$ cat config.mk
export PLATFORM = sky130hd
export DESIGN_NAME = ssd_scan_ctrl
export DESIGN_NICKNAME = d
export VERILOG_FILES = /design/src/rtl/ssd_pkg.sv /design/src/rtl/ssd_driver.sv /design/src/rtl/ssd_scan_ctrl.sv
export SDC_FILE = /design/constraint.sdc
export NUM_CORES = 1
export LEC_CHECK = 0
export ABC_AREA = 0
export CORE_MARGIN = 8
export CORE_UTILIZATION = 56
export CTS_CLUSTER_SIZE = 28
export DETAILED_ROUTE_END_ITERATION = 8
export PLACE_DENSITY_LB_ADDON = 0.15
export REMOVE_ABC_BUFFERS = 1
export SLEW_MARGIN = 40
export SYNTH_ARGS = -nofsm -noshare
export SYNTH_HDL_FRONTEND = slang
export SYNTH_HIERARCHICAL = 1
export SYNTH_SLANG_ARGS = --single-unit
export TNS_END_PERCENT = 5
$ cat constraint.sdc
create_clock -name clk -period 5.1 [get_ports clk]
set_clock_uncertainty 0.2 [all_clocks]
set_input_delay 1.275 -clock clk [delete_from_list [all_inputs] [get_ports clk]]
set_output_delay 1.275 -clock clk [all_outputs]
set_load 0.1 [all_outputs]
$ cat src/rtl/ssd_pkg.sv
// Shared types and constants for the seven-segment scan controller and its decoder.
package ssd_pkg;

  typedef enum logic {
    BLANK   = 1'b0,
    DISPLAY = 1'b1
  } scan_state_e;

  localparam logic [6:0] SEG_OFF = 7'b1111111;

  // Active-low anode level for position pos: low only when lit and selected.
  function automatic logic an_level(input logic lit, input int unsigned sel,
                                    input int unsigned pos);
    return !(lit && (sel == pos));
  endfunction

endpackage

$ cat src/rtl/ssd_driver.sv
// Hex nibble to active-low seven-segment decoder, segment order {a,b,c,d,e,f,g}.
module ssd_driver (
  input  logic [3:0] hex,
  output logic [6:0] seg
);

  always_comb begin
    seg = 7'b1111111;
    unique case (hex)
      4'h0: seg = 7'b0000001;
      4'h1: seg = 7'b1001111;
      4'h2: seg = 7'b0010010;
      4'h3: seg = 7'b0000110;
      4'h4: seg = 7'b1001100;
      4'h5: seg = 7'b0100100;
      4'h6: seg = 7'b0100000;
      4'h7: seg = 7'b0001111;
      4'h8: seg = 7'b0000000;
      4'h9: seg = 7'b0000100;
      4'hA: seg = 7'b0001000;
      4'hB: seg = 7'b1100000;
      4'hC: seg = 7'b0110001;
      4'hD: seg = 7'b1000010;
      4'hE: seg = 7'b0110000;
      4'hF: seg = 7'b0111000;
      default: seg = 7'b1111111;
    endcase
  end

endmodule

$ cat src/rtl/ssd_scan_ctrl.sv
// Multiplexed common-anode seven-segment scanner with dead-time blanking,
// frame-synchronous value commit and optional leading-zero suppression.
module ssd_scan_ctrl
  import ssd_pkg::*;
#(
  parameter int NUM_DIGITS   = 4,
  parameter int REFRESH_DIV  = 50000,
  parameter int BLANK_CYCLES = 16,
  parameter int LZ_BLANK     = 1
) (
  input  logic                          clk,
  input  logic                          rst,
  input  logic                          enable,
  input  logic                          load,
  input  logic [4*NUM_DIGITS-1:0]       value,
  input  logic [NUM_DIGITS-1:0]         dp_mask,
  output logic [6:0]                    out_ssd,
  output logic [NUM_DIGITS-1:0]         out_an,
  output logic                          out_dp,
  output logic [$clog2(NUM_DIGITS)-1:0] digit_idx,
  output logic                          frame_tick
);

  localparam int CNT_MAX = (REFRESH_DIV > BLANK_CYCLES) ? REFRESH_DIV : BLANK_CYCLES;
  localparam int CNT_W   = (CNT_MAX > 1) ? $clog2(CNT_MAX) : 1;
  localparam int IDX_W   = $clog2(NUM_DIGITS);
  localparam logic [CNT_W-1:0] BL_LAST  = CNT_W'(BLANK_CYCLES - 1);
  localparam logic [CNT_W-1:0] RD_LAST  = CNT_W'(REFRESH_DIV - 1);
  localparam logic [IDX_W-1:0] IDX_LAST = IDX_W'(NUM_DIGITS - 1);

  scan_state_e                 state, nstate;
  logic [CNT_W-1:0]            cnt, ncnt;
  logic [IDX_W-1:0]            nidx;
  logic [4*NUM_DIGITS-1:0]     pending, display, ndisp;
  logic [NUM_DIGITS-1:0]       pending_dp, display_dp, ndp;
  logic                        nft, commit;
  logic [3:0]                  nibble;
  logic [6:0]                  dec_seg;
  logic [NUM_DIGITS-1:0]       lz_zero;
  logic                        lz_acc, lz_blank;
  logic [6:0]                  ssd_n;
  logic [NUM_DIGITS-1:0]       an_n;
  logic                        dp_n;

  always_comb begin
    nstate = state;
    ncnt   = cnt;
    nidx   = digit_idx;
    nft    = 1'b0;
    commit = 1'b0;
    if (!enable) begin
      nstate = BLANK;
      ncnt   = '0;
    end else begin
      unique case (state)
        BLANK: begin
          if (cnt == BL_LAST) begin
            nstate = DISPLAY;
            ncnt   = '0;
            commit = (digit_idx == '0);
          end else begin
            ncnt = cnt + 1'b1;
          end
        end
        DISPLAY: begin
          if (cnt == RD_LAST) begin
            nstate = BLANK;
            ncnt   = '0;
            nidx   = (digit_idx == IDX_LAST) ? '0 : digit_idx + 1'b1;
            nft    = (digit_idx == IDX_LAST);
          end else begin
            ncnt = cnt + 1'b1;
          end
        end
        default: nstate = BLANK;
      endcase
    end
  end

  // A load landing on the commit edge bypasses pending so the newest value wins.
  always_comb begin
    ndisp = display;
    ndp   = display_dp;
    if (commit) begin
      ndisp = load ? value : pending;
      ndp   = load ? dp_mask : pending_dp;
    end
  end

  // Outputs are built from next-state values so they switch on the state-change edge.
  always_comb begin
    nibble = ndisp[{nidx, 2'b00} +: 4];
    lz_acc = 1'b1;
    lz_zero = '0;
    for (int i = NUM_DIGITS - 1; i >= 0; i--) begin
      lz_acc     = lz_acc & (ndisp[4*i +: 4] == 4'h0);
      lz_zero[i] = lz_acc;
    end
    lz_blank = (LZ_BLANK != 0) && (nidx != '0) && lz_zero[nidx];
    ssd_n = ((nstate == DISPLAY) && !lz_blank) ? dec_seg : SEG_OFF;
    dp_n  = (nstate == DISPLAY) ? ~ndp[nidx] : 1'b1;
    for (int i = 0; i < NUM_DIGITS; i++) begin
      an_n[i] = an_level(nstate == DISPLAY, int'(nidx), i);
    end
  end

  ssd_driver u_dec (
    .hex (nibble),
    .seg (dec_seg)
  );

  always_ff @(posedge clk) begin
    if (rst) begin
      state      <= BLANK;
      cnt        <= '0;
      digit_idx  <= '0;
      frame_tick <= 1'b0;
      out_ssd    <= SEG_OFF;
      out_an     <= '1;
      out_dp     <= 1'b1;
      pending    <= '0;
      pending_dp <= '0;
      display    <= '0;
      display_dp <= '0;
    end else begin
      state      <= nstate;
      cnt        <= ncnt;
      digit_idx  <= nidx;
      frame_tick <= nft;
      out_ssd    <= ssd_n;
      out_an     <= an_n;
      out_dp     <= dp_n;
      display    <= ndisp;
      display_dp <= ndp;
      if (load) begin
        pending    <= value;
        pending_dp <= dp_mask;
      end
    end
  end

endmodule
==> results.md <==
| Metric | This run |
|:---|:---|
| Beginning of the worst register-to-register path | cnt[0] |
| Endpoint kind of the worst setup timing path | flop |
| Clk slew on worst S/H paths | 0.07 ns |
| Floorplan die width | 93.9 um |
| Master cell of the clock root buffer | clkbuf_8 |
| I/O pin count | 39 |
| Final setup violation count | 0 |
| Area post-placement | 0.00371 mm^2 |
| Die area | 0.00881 mm^2 |
| # nets final | 419 |
| Maximum ir drop on the vdd rail | 0.202 mV |
| Unrepaired setup endpoints after global routing | no |
| Post-Synthesis Mean Instance Area | 9.73 um^2 |
| Number of sinks driven by the clock tree | 72 |
| Final routed DRC violation total | 0 |
| Antenna Nets Post-Route | 0 |
| Slew HR | 0.512 |
| Actual slew at the worst max-slew pin | 0.727 ns |
| Number of cells after detailed placement | 449 |
| Biggest fanout along the worst timing path | 11 |
| Average vias per placed instance | 5.26 |
| Post-Route Hold Slack | 0.253 ns |
| Wire length of the first global-routing pass | 11,000 um |
| Power per Cell Area | 270 mW/mm^2 |
| Count of flip-flops with a built-in enable after synthesis | 0 |
| Worst reg-to-reg setup slack | 1.35 ns |
| Worst flop-to-flop path endpoint | out_ssd[3] |
| Area of the mapped netlist | 0.00340 mm^2 |
| GR Overflow Total | 0 |
| Count of maximum capacitance violations | 0 |
| Core box area | 0.00589 mm^2 |
| Register area | 0.00144 mm^2 |
| Overall power | 0.00105 W |
| Number of buffers inserted during clock tree synthesis | 9 |
| Post-synth ARST share | 0 |
| Final standard cell area without fillers | 0.00389 mm^2 |
| Count of instances resized after the clock tree is built | 0 |
| Hold/Removal Path Class | flop to flop |
| Final HPWL DP | 4550 um |
| Detailed-route via count | 2,437 |
| Starting Density | 0.577 |
| Yosys warns | 6 |
| Total wire length | 6470 um |
| Proportion of layout cells with a drive suffix above 1 | 0.180 |
| Count of unique library cells instantiated by Yosys | 47 |
| Count of cells along the worst register-to-register path | 13 |
| Area added between synthesis and finish | 14.4% |
| Worst setup path end | out_ssd[3] |
| Global Route Usage Sum | 0.154 |
| Post-layout instance count excluding filler cells | 463 |
| Antenna Cells | 0 |
| Routed wire length per instance | 14.0 um |
| Static power due to leakage | 1.62 nW |
| Clock tree from TritonCTS | yes |
| Cell depth of the worst hold path | 1 |
| Max-slew violation total from the final report | 0 |
| Critical path startpoint category | input pin |
| Total count of hold-check failures in the final report | 0 |
| Multi-input gate area | 0.00180 mm^2 |
| Detailed-routing iteration count for the pre-antenna-repair pass | 4 |
| Maximum buffer depth of the clock tree | 2 |
| Number of placement rows | 28 |
| Pin count of the biggest net entering global routing | 44 |
| Final RePlAce weighted congestion | 0.838 |
| Post-synthesis instance total | 349 |
| Number of antenna violations at the first check in global routing | 0 |
| Most used flip-flop cell after synthesis | dfxtp_1 |
| Vias in the first global route | 2,361 |
| Source of the worst hold timing path | cnt[0] |
| Register area share after synthesis | 0.424 |
| Number of levels the H-tree was split into | 3 |
| Setup bufs post-CTS | 0 |
| Final worst-path cycle share | 0.839 |
| Setup TNS | 0 ns |
| Post-CTS Hold Buffers | 0 |
| Height of the chip | 93.9 um |
| Status | finished, final reports clean |
| Worst setup startpoint | enable |
| Count of port buffers added during placement | 38 |
| Number of fill cells in the layout | 509 |
| Fmax | 234 MHz |
| WP data arrival | 4.29 ns |
| Required time of the worst setup path | 5.11 ns |
| Worst Path Class, Setup | input pin to flop |
| Number of violations reported at the end of detailed-routing iteration 0 | 83 |
| Clock latency on the worst-skew pair | 0.33 ns |
| Synth Register Bits | 72 |
| Final period demand of the worst path | 4.28 ns |
-- worst min-delay path by stage --
stage              to
3_5_place_dp   cnt[0]
3_3_place_gp   cnt[0]
5_1_grt        cnt[0]
2_1_floorplan  cnt[0]
6_report       cnt[0]
4_1_cts        cnt[0]
-- report_power, final --
part           internal, W  leakage, nW  switching (W)
combinational    0.0000370        0.945      0.0000268
sequential        0.000572        0.585     0.00000348
clock             0.000219       0.0880       0.000192
-- registers in the layout, summed over array words and instances, names as in the netlist --
register / count
pending_dp: 4
frame_tick: 1
out_an: 4
display_dp: 4
display: 16
pending: 16
out_ssd: 7
cnt: 16
state: 1
digit_idx: 2
out_dp: 1
-- cells by family after synthesis --
kind of cell | Yosys count | share of synthesized area
buffers and inverters | 28 | 0.0457
flip-flops | 72 | 0.424
AND/OR/NAND/NOR | 130 | 0.197
AO/OA/AOI/OAI | 33 | 0.0630
multiplexers | 62 | 0.197
XOR/XNOR | 14 | 0.0361
adder cells (fa/ha/maj) | 10 | 0.0368
-- layout make-up --
cell class,instances,area share
clock buffers,10,0.0328
clock inverters,4,0.0122
inverters,12,0.0116
multi-input cells,249,0.464
flip-flops and latches,72,0.371
well taps,75,0.0241
repair buffers,41,0.0843
-- critical path: stages --
cell	delay, ns
clkdlybuf4s50_1	0.50
inv_1	0.06
nor3_2	0.30
and2_4	0.23
a21o_2	0.34
mux2i_1	0.23
mux2_2	0.25
inv_1	0.12
ha_1	0.30
inv_1	0.05
mux4_2	0.45
nor2_1	0.11
o21ai_1	0.07
-- cell usage after synthesis (all sizes together) (2+ instances only) --
library cell / number / area (um^2)
and3: 8 / 52.6
xnor2: 9 / 78.8
nand2b: 3 / 18.8
ha: 10 / 125
nor2b: 18 / 113
a21oi: 8 / 40.0
buf: 7 / 76.3
a211oi: 3 / 27.5
o21ai: 13 / 65.1
nand2: 9 / 33.8
nor4: 4 / 31.3
a22oi: 2 / 15.0
mux2: 22 / 248
o211ai: 2 / 15.0
or4: 2 / 18.8
xor2: 5 / 43.8
a21o: 2 / 17.5
mux2i: 39 / 398
o2111ai: 2 / 23.8
nor2: 61 / 236
inv: 12 / 45.0
dfxtp: 72 / 1440
nor3: 7 / 40.0
nand3: 10 / 62.6
clkbuf: 9 / 33.8
and2: 2 / 15.0
-- metal layers --
layer	up-vias	routed length, um	global-route usage
met5	-	0	0
met4	0	72	0.0634
met3	7	307	0.0416
met2	40	2910	0.242
met1	1116	3180	0.194
li1	1274	-	-
-- per-stage QoR --
stage               worst slack (ns)   util
floorplan                       1.26      -
global placement               0.594  0.643
detailed placement             0.474  0.631
CTS                            0.825  0.661
global route                   0.559  0.661
finish                         0.820  0.661
-- layout by cell type (no fill, tap or decap), drive strengths merged, types with 4 or more instances in the layout --
cell / count
and3: 8
nand3: 10
xnor2: 9
mux2: 22
dfxtp: 72
xor2: 5
nand2: 9
o21ai: 13
clkdlybuf4s50: 23
clkbuf: 10
mux2i: 39
nor2b: 18
nor2: 61
nor4: 4
a21oi: 8
ha: 10
buf: 18
nor3: 7
inv: 12
Power figures use the tool's default switching activity.
